--- config.mk ---
export PLATFORM = sky130hd
export DESIGN_NAME = output_port_arbiter
export DESIGN_NICKNAME = d
export VERILOG_FILES = /design/src/rtl/noc_pkg.sv /design/src/rtl/rr_pick5.sv /design/src/rtl/output_port_arbiter.sv
export SDC_FILE = /design/constraint.sdc
export NUM_CORES = 1
export LEC_CHECK = 0
export BUFFER_PORTS_ARGS = -buffer_cell sky130_fd_sc_hd__buf_4
export CAP_MARGIN = 10
export CORE_ASPECT_RATIO = 1.4
export CORE_UTILIZATION = 59
export CTS_CLUSTER_DIAMETER = 120
export CTS_CLUSTER_SIZE = 14
export DETAILED_ROUTE_END_ITERATION = 12
export GPL_TIMING_DRIVEN = 1
export PLACE_DENSITY = 0.79
export SLEW_MARGIN = 20
export SYNTH_ARGS = -nofsm -noshare
export SYNTH_HDL_FRONTEND = slang
export SYNTH_HIERARCHICAL = 1
export SYNTH_SLANG_ARGS = --single-unit
export TNS_END_PERCENT = 1
--- constraint.sdc ---
create_clock -name clk_i -period 4.5 [get_ports clk_i]
set_input_delay 0.225 -clock clk_i [delete_from_list [all_inputs] [get_ports clk_i]]
set_output_delay 0.225 -clock clk_i [all_outputs]
set_load 0.005 [all_outputs]
--- src/rtl/noc_pkg.sv ---
// noc_pkg: shared port codes, sizes, arbiter states and mod-5 index helper
package noc_pkg;
  localparam int NPORTS = 5;
  localparam int SEL_W = 3;
  typedef enum logic [2:0] {
    PORT_N = 3'd0,
    PORT_S = 3'd1,
    PORT_W = 3'd2,
    PORT_E = 3'd3,
    PORT_L = 3'd4
  } port_e;
  typedef enum logic {
    ST_IDLE,
    ST_LOCKED
  } arb_state_e;
  function automatic logic [2:0] inc5(input logic [2:0] p, input logic [2:0] k);
    logic [3:0] s;
    s = {1'b0, p} + {1'b0, k};
    s = (s >= 4'd5) ? s - 4'd5 : s;
    return s[2:0];
  endfunction
endpackage

--- src/rtl/rr_pick5.sv ---
// rr_pick5: first requester at or after ptr_i, ascending with wrap 4->0
module rr_pick5
  import noc_pkg::*;
(
  input  logic [4:0] req_i,
  input  logic [2:0] ptr_i,
  output logic [2:0] win_o,
  output logic       found_o
);
  always_comb begin
    found_o = 1'b0;
    win_o = ptr_i;
    for (int i = 4; i >= 0; i--) begin
      if (req_i[inc5(ptr_i, 3'(i))]) begin
        found_o = 1'b1;
        win_o = inc5(ptr_i, 3'(i));
      end
    end
  end
endmodule

--- src/rtl/output_port_arbiter.sv ---
// output_port_arbiter: packet-locked round-robin arbiter for one 5-input output port
module output_port_arbiter
  import noc_pkg::*;
#(
  parameter int NPORTS = 5,
  parameter int SEL_W = 3
) (
  input  logic              clk_i,
  input  logic              rst_i,
  input  logic [NPORTS-1:0] req_i,
  input  logic [NPORTS-1:0] tail_i,
  input  logic              ready_i,
  output logic [NPORTS-1:0] gnt_o,
  output logic [SEL_W-1:0]  sel_o,
  output logic              valid_o,
  output logic              xfer_o
);
  arb_state_e state_q, state_d;
  logic [SEL_W-1:0] owner_q, owner_d;
  logic [2:0] ptr_q, ptr_d;
  logic [2:0] win;
  logic found;
  rr_pick5 u_pick (
    .req_i  (req_i),
    .ptr_i  (ptr_q),
    .win_o  (win),
    .found_o(found)
  );
  // owner doubles as the crossbar select so the path only moves on a new lock
  assign sel_o = owner_q;
  assign gnt_o = (state_q == ST_LOCKED) ? {{(NPORTS-1){1'b0}}, 1'b1} << owner_q : '0;
  assign valid_o = (state_q == ST_LOCKED) && req_i[owner_q];
  assign xfer_o = valid_o && ready_i;
  always_comb begin
    state_d = state_q;
    owner_d = owner_q;
    ptr_d = ptr_q;
    if (state_q == ST_IDLE && found) begin
      state_d = ST_LOCKED;
      owner_d = win;
    end else if (state_q == ST_LOCKED && xfer_o && tail_i[owner_q]) begin
      state_d = ST_IDLE;
      ptr_d = inc5(owner_q, 3'd1);
    end
  end
  always_ff @(posedge clk_i) begin
    if (rst_i) begin
      state_q <= ST_IDLE;
      owner_q <= '0;
      ptr_q <= '0;
    end else begin
      state_q <= state_d;
      owner_q <= owner_d;
      ptr_q <= ptr_d;
    end
  end
endmodule
==> flow_metrics.py, run 1 <==
metrics = {
    "sta": {
        "fmax_mhz": 274,
        "finalCritPeriodShare": 0.810,
        "tightest_slew_ps": 717,
        "fin_tns_setup_ps": 0,
        "setup_ws_ps": 855,
        "finalSetupViolCount": 0,
        "fin_crit_ps": 3640,
        "rsz0062_at_grt": "false",
        "fin_skew_ps": 2.57,
        "slew_headroom": 0.521,
        "timing.final.hold_violations": 0,
        "slew_violations": 0,
    },
    "global_routing": {
        "antenna_found_initial": 0,
        "grtUsageTotal": 0.334,
        "grt_pass1_wl_um": 8560,
        "gr-total-overflow": 0,
        "grt_max_degree": 40,
        "grt_pass1_vias": 1853,
    },
    "place": {
        "dp_hpwl_um": 3930,
        "gp_congestion": 0.943,
        "io_buffers": 22,
        "dp_slack_ps": 915,
    },
    "cts": {
        "cts_max_path_buffers": 2,
        "path_clk_slew_ps": 40,
        "cts.htree.levels": 1,
        "cts_setup_buffers": 0,
        "cts_tree": "built",
        "clock-sinks": 7,
        "cts_made_buffers": 3,
        "clock_latency_ps": 230,
        "ctsHoldBuffers": 0,
        "clockRootBuffer": "clkbuf_8",
        "post_cts_resized": 0,
    },
    "setup_path": {
        "critical_path.cell_chain": "inv_1 > ha_1 > ha_1 > and2_1 > a311o_1 > a221oi_1 > o21ai_0 > nor2_1 > nand4_1 > or2b_2 > and3_4 > a21oi_2 > a311oi_1",
        "start_kind": "register",
        "cp_max_fo": 12,
        "cp-end-kind": "register",
        "critPathMostFrequentCell": "ha_1",
        "critPathArrivalTime_ps": 3780,
        "max_stage_delay_ps": 600,
        "critical_path_required_ps": 4630,
        "path_class": "reg2reg",
        "ff2ff_path_depth": 13,
        "cp_slowest_cell": "dfxtp_1",
    },
    "outcome": {
        "status": "completed",
    },
    "floorplan": {
        "fp.dieH_um": 67.7,
        "dieArea_um2": 3310,
        "die_x_um": 48.9,
        "start_util": 0.625,
        "core_um2": 2910,
        "rows": 23,
        "num_io_pins": 23,
    },
    "run": {
        "drv_cap": 0,
    },
    "logic_synthesis": {
        "yosysMostFrequentCell": "nand2_1",
        "synth_top_cell_by_area": "ha_1",
        "synth_edf_count": 0,
        "synth_area_leaders": "ha_1 10%, dfxtp_1 7.7%, mux2i_1 6.6%",
        "yosysTopAreaCellShare": 0.103,
        "synthArstFlopShare": 0,
        "synth.cell_area_um2": 1820,
        "synth_seq_area_share": 0.0771,
        "ys_ff_latch": 7,
        "ys.flop_type": "dfxtp_1",
        "yosys_warnings": 6,
        "synthTopCellsByCount": "21 x nand2_1, 15 x a21oi_1, 15 x ha_1, 15 x nor2_1, 12 x mux2i_1",
        "yosysUniqueCellTypes": 72,
        "syn_inst": 241,
        "avgSynthCellArea_um2": 7.54,
        "synthesis.nets": 270,
    },
    "power_and_ir_drop": {
        "leakagePower_uw": 0.000838,
        "powerDensity_nw_per_um2": 209,
        "irDropWorstVdd_mv": 0.195,
    },
    "final_layout": {
        "drive_above_1_share": 0.194,
        "final_nets": 283,
        "fill_cells": 247,
        "synthToLayoutAreaGrowth_pct": 10.1,
        "n_antenna_cell": 0,
    },
    "drt": {
        "vias_per_cell": 6.92,
        "routedWlPerCell_um": 18.1,
        "drtIter0Drc": 136,
        "dr.pass1.iters": 4,
        "vias": 2008,
        "ant_nets": 0,
        "route.detailed.drc": 0,
        "finalWirelength_um": 5250,
    },
    "min_path": {
        "holdPathStages": 2,
        "hold_path_class": "in2reg",
    },
}
==> metal layers <==
metal	global-route usage	routed length [um]
met5	0	0
met1	0.349	1990
met4	0.188	228
met2	0.658	2720
met3	0.0248	315
==> registers in the layout, indices dropped and copies added (netlist names) <==
name	count
ptr_q	3
sel_o	3
state_q	1
==> cells in the final DEF, fill, tap and decap left out, types with 3 or more instances in the layout <==
| cell | count |
|---|---|
| nor2_1 | 15 |
| a221o_1 | 6 |
| nand3_1 | 11 |
| ha_1 | 15 |
| nand2_1 | 21 |
| dfxtp_1 | 7 |
| a21oi_1 | 15 |
| and2_1 | 6 |
| nand2b_1 | 7 |
| nor3_1 | 6 |
| o21ai_0 | 11 |
| clkbuf_8 | 3 |
| a21boi_0 | 3 |
| nor2b_1 | 5 |
| o211ai_1 | 3 |
| mux2i_1 | 12 |
| buf_4 | 24 |
| o2111a_1 | 3 |
| inv_1 | 9 |
| a21o_1 | 4 |
==> path summary, 6_finish.rpt <==
kind / to / slack [ps] / startpoint
worst max-delay path: ptr_q[1]$_SDFFE_PP0P_ / 860 / ptr_q[1]$_SDFFE_PP0P_
worst min-delay path: sel_o[1]$_SDFFE_PP0P_ / 210 / rst_i
worst max register to register: ptr_q[1]$_SDFFE_PP0P_ / 860 / ptr_q[1]$_SDFFE_PP0P_
worst min register to register: sel_o[1]$_SDFFE_PP0P_ / 640 / sel_o[1]$_SDFFE_PP0P_
==> critical path, delay by kind of cell, from the launching register on <==
kind	cells	cell delay, ps
AND/OR/NAND/NOR	5	910
buffers and inverters	1	240
adder cells (fa/ha/maj)	2	530
flip-flops	1	600
AO/OA/AOI/OAI	5	1260
==> final cells by class <==
type	count	area, um^2	share of cell area
clock buffer	4	45.0	0.0225
timing repair buffer	24	180	0.0901
inverter	10	37.5	0.0188
sequential	7	140	0.0700
tap	37	46.3	0.0231
multi-input combinational	208	1550	0.775
==> through the flow <==
step	utilization	total power (uW)	instance area, um^2	std cells	hold WS (ps)
6_report	0.688	419	2000	290	214
2_1_floorplan	-	258	1820	241	294
3_3_place_gp	0.673	318	1960	286	446
5_1_grt	0.688	445	2000	290	221
4_1_cts	0.688	414	2000	290	214
3_5_place_dp	0.673	322	1960	286	451
==> report_power, final <==
group | internal, uW | total [uW] | switching (uW)
sequential | 67.1 | 84.0 | 16.9
combinational | 111 | 243 | 132
clock | 61.5 | 91.7 | 30.1
total | 239 | 419 | 179
==> cell families (layout without fill, tap and decap cells) <==
family          Yosys count  count (layout)  share of synthesized area
simple gates             98              98                      0.305
buf+inv                  26              38                     0.0689
mux                      15              15                     0.0971
fa+ha+maj                16              16                      0.114
flops                     7               7                     0.0771
xor+xnor                  4               4                     0.0193
compound gates           75              75                      0.318
Power figures use the tool's default switching activity.
==> run 2, diff against run 1 <==
- CORE_UTILIZATION: 59 -> 54
- PLACE_DENSITY: 0.79 -> 0.76
- clock period: 4.5 -> 3.02 ns (I/O delays scaled with it)
==> flow_metrics.py, run 2 (synthesized netlist as in run 1, its figures left out) <==
metrics = {
    "cts": {
        "cts.htree.levels": 1,
        "clockRootBuffer": "clkbuf_8",
        "path_clk_slew_ps": 50,
        "cts_tree": "built",
        "clock-sinks": 7,
        "cts_max_path_buffers": 2,
        "cts_made_buffers": 3,
        "clock_latency_ps": 230,
    },
    "power_and_ir_drop": {
        "powerDensity_nw_per_um2": 304,
        "leakagePower_uw": 0.00103,
        "seq_power_share": 0.167,
        "p_sw_uw": 298,
        "combPwrFrac": 0.642,
        "swShare": 0.411,
        "clkPwrFrac": 0.191,
        "internal_power_uw": 426,
        "irDropWorstVdd_mv": 0.283,
    },
    "final_layout": {
        "fin_area_um2": 2390,
        "drive_above_1_share": 0.361,
        "multiInputGateArea_um2": 1650,
        "final_common_cell": "buf_4",
        "layout_common_cells": "58 x buf_4, 21 x nand2_1, 15 x nor2_1",
        "synthToLayoutAreaGrowth_pct": 31.3,
        "fill_cells": 246,
        "utilization": 0.757,
        "final_nets": 318,
        "n_antenna_cell": 0,
        "instances_no_fill": 327,
        "regArea_um2": 143,
    },
    "setup_path": {
        "max_stage_delay_ps": 380,
        "ff2ff_path_depth": 13,
        "r2r-start": "ptr_q[1]$_SDFFE_PP0P_",
        "critPathArrivalTime_ps": 3050,
        "path_class": "reg2reg",
        "critical_path_required_ps": 3150,
        "start_kind": "register",
        "cp_max_fo": 5,
        "r2r_end": "ptr_q[1]$_SDFFE_PP0P_",
        "cp_slowest_cell": "a311o_1",
        "cp-end-kind": "register",
        "rrSetupSlack_ps": 100,
        "critical_path.cell_chain": "inv_1 > ha_1 > nand2b_1 > and2_1 > a311o_1 > a221oi_2 > o21ai_0 > nor2_1 > nand4_1 > or2b_4 > and3_4 > a21oi_2 > a311oi_2",
    },
    "sta": {
        "fmax_mhz": 342,
        "whs_ps": 147,
        "rsz0062_at_grt": "true",
        "fin_tns_setup_ps": 0,
        "tightest_slew_ps": 567,
        "slew_violations": 0,
        "fin_crit_ps": 2920,
        "finalCritPeriodShare": 0.967,
        "fin_skew_ps": 5.75,
        "finalSetupViolCount": 0,
        "slew_headroom": 0.622,
        "timing.final.hold_violations": 0,
    },
    "floorplan": {
        "start_util": 0.576,
        "fp.dieH_um": 70.6,
        "dieArea_um2": 3600,
        "rows": 24,
        "core_um2": 3150,
        "die_x_um": 51.0,
        "num_io_pins": 23,
    },
    "min_path": {
        "min-delay-start": "rst_i",
        "hold-path-endpoint": "ptr_q[0]$_SDFFE_PP0P_",
        "holdPathStages": 2,
        "hold_path_class": "in2reg",
    },
    "place": {
        "io_buffers": 22,
        "dp_hpwl_um": 4160,
        "dpl-instance-area_um2": 2230,
        "place_inst": 320,
        "gp_congestion": 0.878,
    },
    "run": {
        "drv_cap": 0,
    },
    "outcome": {
        "status": "completed",
    },
    "global_routing": {
        "gr-total-overflow": 0,
        "grtUsageTotal": 0.331,
        "grt_pass1_vias": 2063,
        "grt_max_degree": 33,
        "grt_pass1_wl_um": 9160,
        "antenna_found_initial": 0,
    },
    "drt": {
        "route.detailed.drc": 0,
        "routedWlPerCell_um": 17.0,
        "drtIter0Drc": 98,
        "finalWirelength_um": 5560,
        "vias_per_cell": 6.42,
        "ant_nets": 0,
        "dr.pass1.iters": 4,
        "vias": 2100,
    },
}
==> run 2: changes by cell type in the layout (fill, tap and decap cells not counted), sizes merged <==
| cell | change |
|---|---|
| buf | +35 |
==> run 2: metrics by stage <==
stage	total power (uW)	worst slack [ps]
final	724	98.5
after global routing	767	-50.6
after CTS	683	17.0
after detailed placement	535	-117
after global placement	532	-80.0
after floorplan	395	8.60
==> run 2: layout make-up <==
cell class,count,area share
clock buffer,4,0.0189
inverter,10,0.0178
multi-input combinational,208,0.692
sequential,7,0.0598
tap,39,0.0205
timing repair buffer,59,0.191
==> run 2: power groups by stage <==
| stage | clock network, uW | registers [uW] | logic, uW |
|---|---|---|---|
| 2_1_floorplan | 0 | 112 | 283 |
| 3_3_place_gp | 0 | 123 | 410 |
| 3_5_place_dp | 0 | 123 | 413 |
| 4_1_cts | 140 | 121 | 422 |
| 5_1_grt | 145 | 124 | 498 |
| 6_report | 138 | 121 | 465 |
==> run 2: what timing repair did <==
| item | 4_1_cts | 5_1_grt |
|---|---|---|
| resized for setup | 2 | 19 |
| pin swaps | 0 | 2 |
| endpoints found under the setup margin | 2 | 7 |
| hold buffers | 0 | 0 |
| hold endpoints to repair | 0 | 0 |
| setup buffers | 0 | 3 |
==> run 2: worst max path at each step <==
stage	depth (start not counted)	endpoint	start
CTS	15	ptr_q[1]$_SDFFE_PP0P_	ptr_q[1]$_SDFFE_PP0P_
detailed placement	15	ptr_q[1]$_SDFFE_PP0P_	ptr_q[1]$_SDFFE_PP0P_
floorplan	16	ptr_q[1]$_SDFFE_PP0P_	ptr_q[0]$_SDFFE_PP0P_
finish	13	ptr_q[1]$_SDFFE_PP0P_	ptr_q[1]$_SDFFE_PP0P_
global route	15	ptr_q[0]$_SDFFE_PP0P_	ptr_q[1]$_SDFFE_PP0P_
global placement	15	ptr_q[1]$_SDFFE_PP0P_	ptr_q[1]$_SDFFE_PP0P_
==> run 2: metal layers <==
layer | vias to the layer above | wire length, um | GRT usage
met1 | 981 | 2150 | 0.363
met4 | 0 | 196 | 0.179
li1 | 1001 | - | -
met5 | - | 0 | 0
met3 | 16 | 320 | 0.0280
met2 | 102 | 2900 | 0.605
==> run 2: critical path: cells and delay by family, from the launching register on <==
family                     cells  cell delay, ps
and+or+nand+nor                6            1020
buffers and inverters          1             160
DFF                            1             310
AOI/OAI and AO/OA              5            1100
adders and majority gates      1             210
==> run 3, diff against run 2 <==
- CELL_PAD_IN_SITES_DETAIL_PLACEMENT: not set -> 0
- CELL_PAD_IN_SITES_GLOBAL_PLACEMENT: not set -> 1
- CORE_UTILIZATION: 54 -> 39
- PLACE_DENSITY: 0.76 -> 0.75
==> flow_metrics.py, run 3 (synthesized netlist as in run 1, its figures left out) <==
metrics = {
    "min_path": {
        "holdPathStages": 2,
        "hold_path_class": "in2reg",
    },
    "drt": {
        "dr.pass1.iters": 4,
        "ant_nets": 0,
        "drtIter0Drc": 120,
        "route.detailed.drc": 0,
        "vias": 2063,
        "vias_per_cell": 5.88,
        "finalWirelength_um": 6140,
        "routedWlPerCell_um": 17.5,
    },
    "cts": {
        "clockRootBuffer": "clkbuf_8",
        "path_clk_slew_ps": 40,
        "clock-sinks": 7,
        "cts_made_buffers": 3,
        "cts.htree.levels": 1,
        "cts_max_path_buffers": 2,
        "clock_latency_ps": 230,
        "ctsHoldBuffers": 0,
        "cts_tree": "built",
    },
    "place": {
        "io_buffers": 22,
        "gp_congestion": 0.882,
        "place_inst": 337,
        "dp_hpwl_um": 4570,
        "dpl-instance-area_um2": 2220,
    },
    "setup_path": {
        "cp-end-kind": "register",
        "cp_max_fo": 6,
        "rrSetupSlack_ps": 20,
        "start_kind": "register",
        "ff2ff_path_depth": 14,
        "critPathArrivalTime_ps": 3140,
        "critical_path_required_ps": 3160,
        "path_class": "reg2reg",
    },
    "final_layout": {
        "final_nets": 319,
        "n_antenna_cell": 0,
        "layout_common_cells": "58 x buf_4, 21 x nand2_1, 14 x nor2_1",
        "final_common_cell": "buf_4",
        "fin_area_um2": 2480,
        "synthToLayoutAreaGrowth_pct": 36.8,
        "instances_no_fill": 351,
        "drive_above_1_share": 0.394,
    },
    "power_and_ir_drop": {
        "combPwrFrac": 0.651,
        "clkPwrFrac": 0.183,
        "p_sw_uw": 306,
        "internal_power_uw": 432,
        "leakagePower_uw": 0.00102,
        "powerDensity_nw_per_um2": 297,
        "seq_power_share": 0.166,
        "irDropWorstVdd_mv": 0.177,
        "swShare": 0.415,
    },
    "global_routing": {
        "grt_pass1_wl_um": 9450,
        "grtUsageTotal": 0.254,
        "grt_pass1_vias": 1987,
        "gr-total-overflow": 0,
        "grt_max_degree": 25,
        "antenna_found_initial": 0,
    },
    "sta": {
        "fmax_mhz": 334,
        "fin_crit_ps": 3000,
        "slew_headroom": 0.605,
        "timing.final.hold_violations": 0,
        "fin_skew_ps": 1.87,
        "finalCritPeriodShare": 0.992,
        "finalSetupViolCount": 0,
        "slew_violations": 0,
        "tightest_slew_ps": 587,
    },
    "floorplan": {
        "num_io_pins": 23,
        "start_util": 0.404,
        "rows": 29,
        "dieArea_um2": 4940,
        "die_x_um": 59.7,
        "core_um2": 4500,
        "fp.dieH_um": 82.8,
    },
    "run": {
        "drv_cap": 0,
    },
    "outcome": {
        "status": "completed",
    },
}
run 3: changes by cell type in the layout (fill, tap and decap cells not counted), sizes merged:
cell,change
clkbuf,+1
run 3: routing by layer:
layer | global-route usage | share of wire | vias to the layer above
li1 | - | - | 1001
met1 | 0.272 | 0.39 | 983
met2 | 0.488 | 0.53 | 59
met3 | 0.0249 | 0.039 | 20
met4 | 0.112 | 0.039 | 0
met5 | 0 | 0 | -
run 3: through the flow:
stage	hold slack, ps	power [uW]	setup slack [ps]	setup TNS (ps)	utilization
after floorplan	213	395	8.60	0	-
after global placement	368	537	-112	-234	0.493
after detailed placement	372	536	-136	-307	0.493
after CTS	127	681	16.0	0	0.507
after global routing	144	786	-41.6	-41.6	0.552
final	147	738	23.1	0	0.552
run 3: cell type report:
class | count | area [um^2]
clock buffer | 4 | 45.0
fill | 459 | 2010
inverter | 10 | 45.0
multi-input combinational | 208 | 1690
sequential | 7 | 149
tap | 62 | 77.6
timing repair buffer | 60 | 480
run 3: path summary, 6_finish.rpt:
path	startpoint	end
worst max-delay path	ptr_q[0]$_SDFFE_PP0P_	ptr_q[1]$_SDFFE_PP0P_
worst min register to register	sel_o[1]$_SDFFE_PP0P_	sel_o[1]$_SDFFE_PP0P_
worst min-delay path	rst_i	ptr_q[0]$_SDFFE_PP0P_
worst max register to register	ptr_q[0]$_SDFFE_PP0P_	ptr_q[1]$_SDFFE_PP0P_
run 3: timing repair:
item / 4_1_cts / 5_1_grt
setup buffers: 1 / 8
resized for setup: 2 / 31
pin swaps: 1 / 11
setup endpoints to repair: 3 / 5
gates cloned: 0 / 1
run 3: power by group through the flow:
stage                     registers (uW)  logic, uW  clock network (uW)
after floorplan                      112        283                   0
after global placement               124        413                   0
after detailed placement             124        412                   0
after CTS                            123        421                 137
after global routing                 125        519                 143
final                                122        481                 135
run 3: worst max-delay path: stages (launching register included):
cell      delay, ps
dfxtp_4         360
inv_8            70
ha_4            150
inv_1            60
fa_2            440
buf_4           170
o211a_1         230
o21ai_0         210
nand2_1         120
o22ai_4         170
nand4_1         180
or2b_4          270
and3_4          220
a21oi_2          70
a311oi_2        180
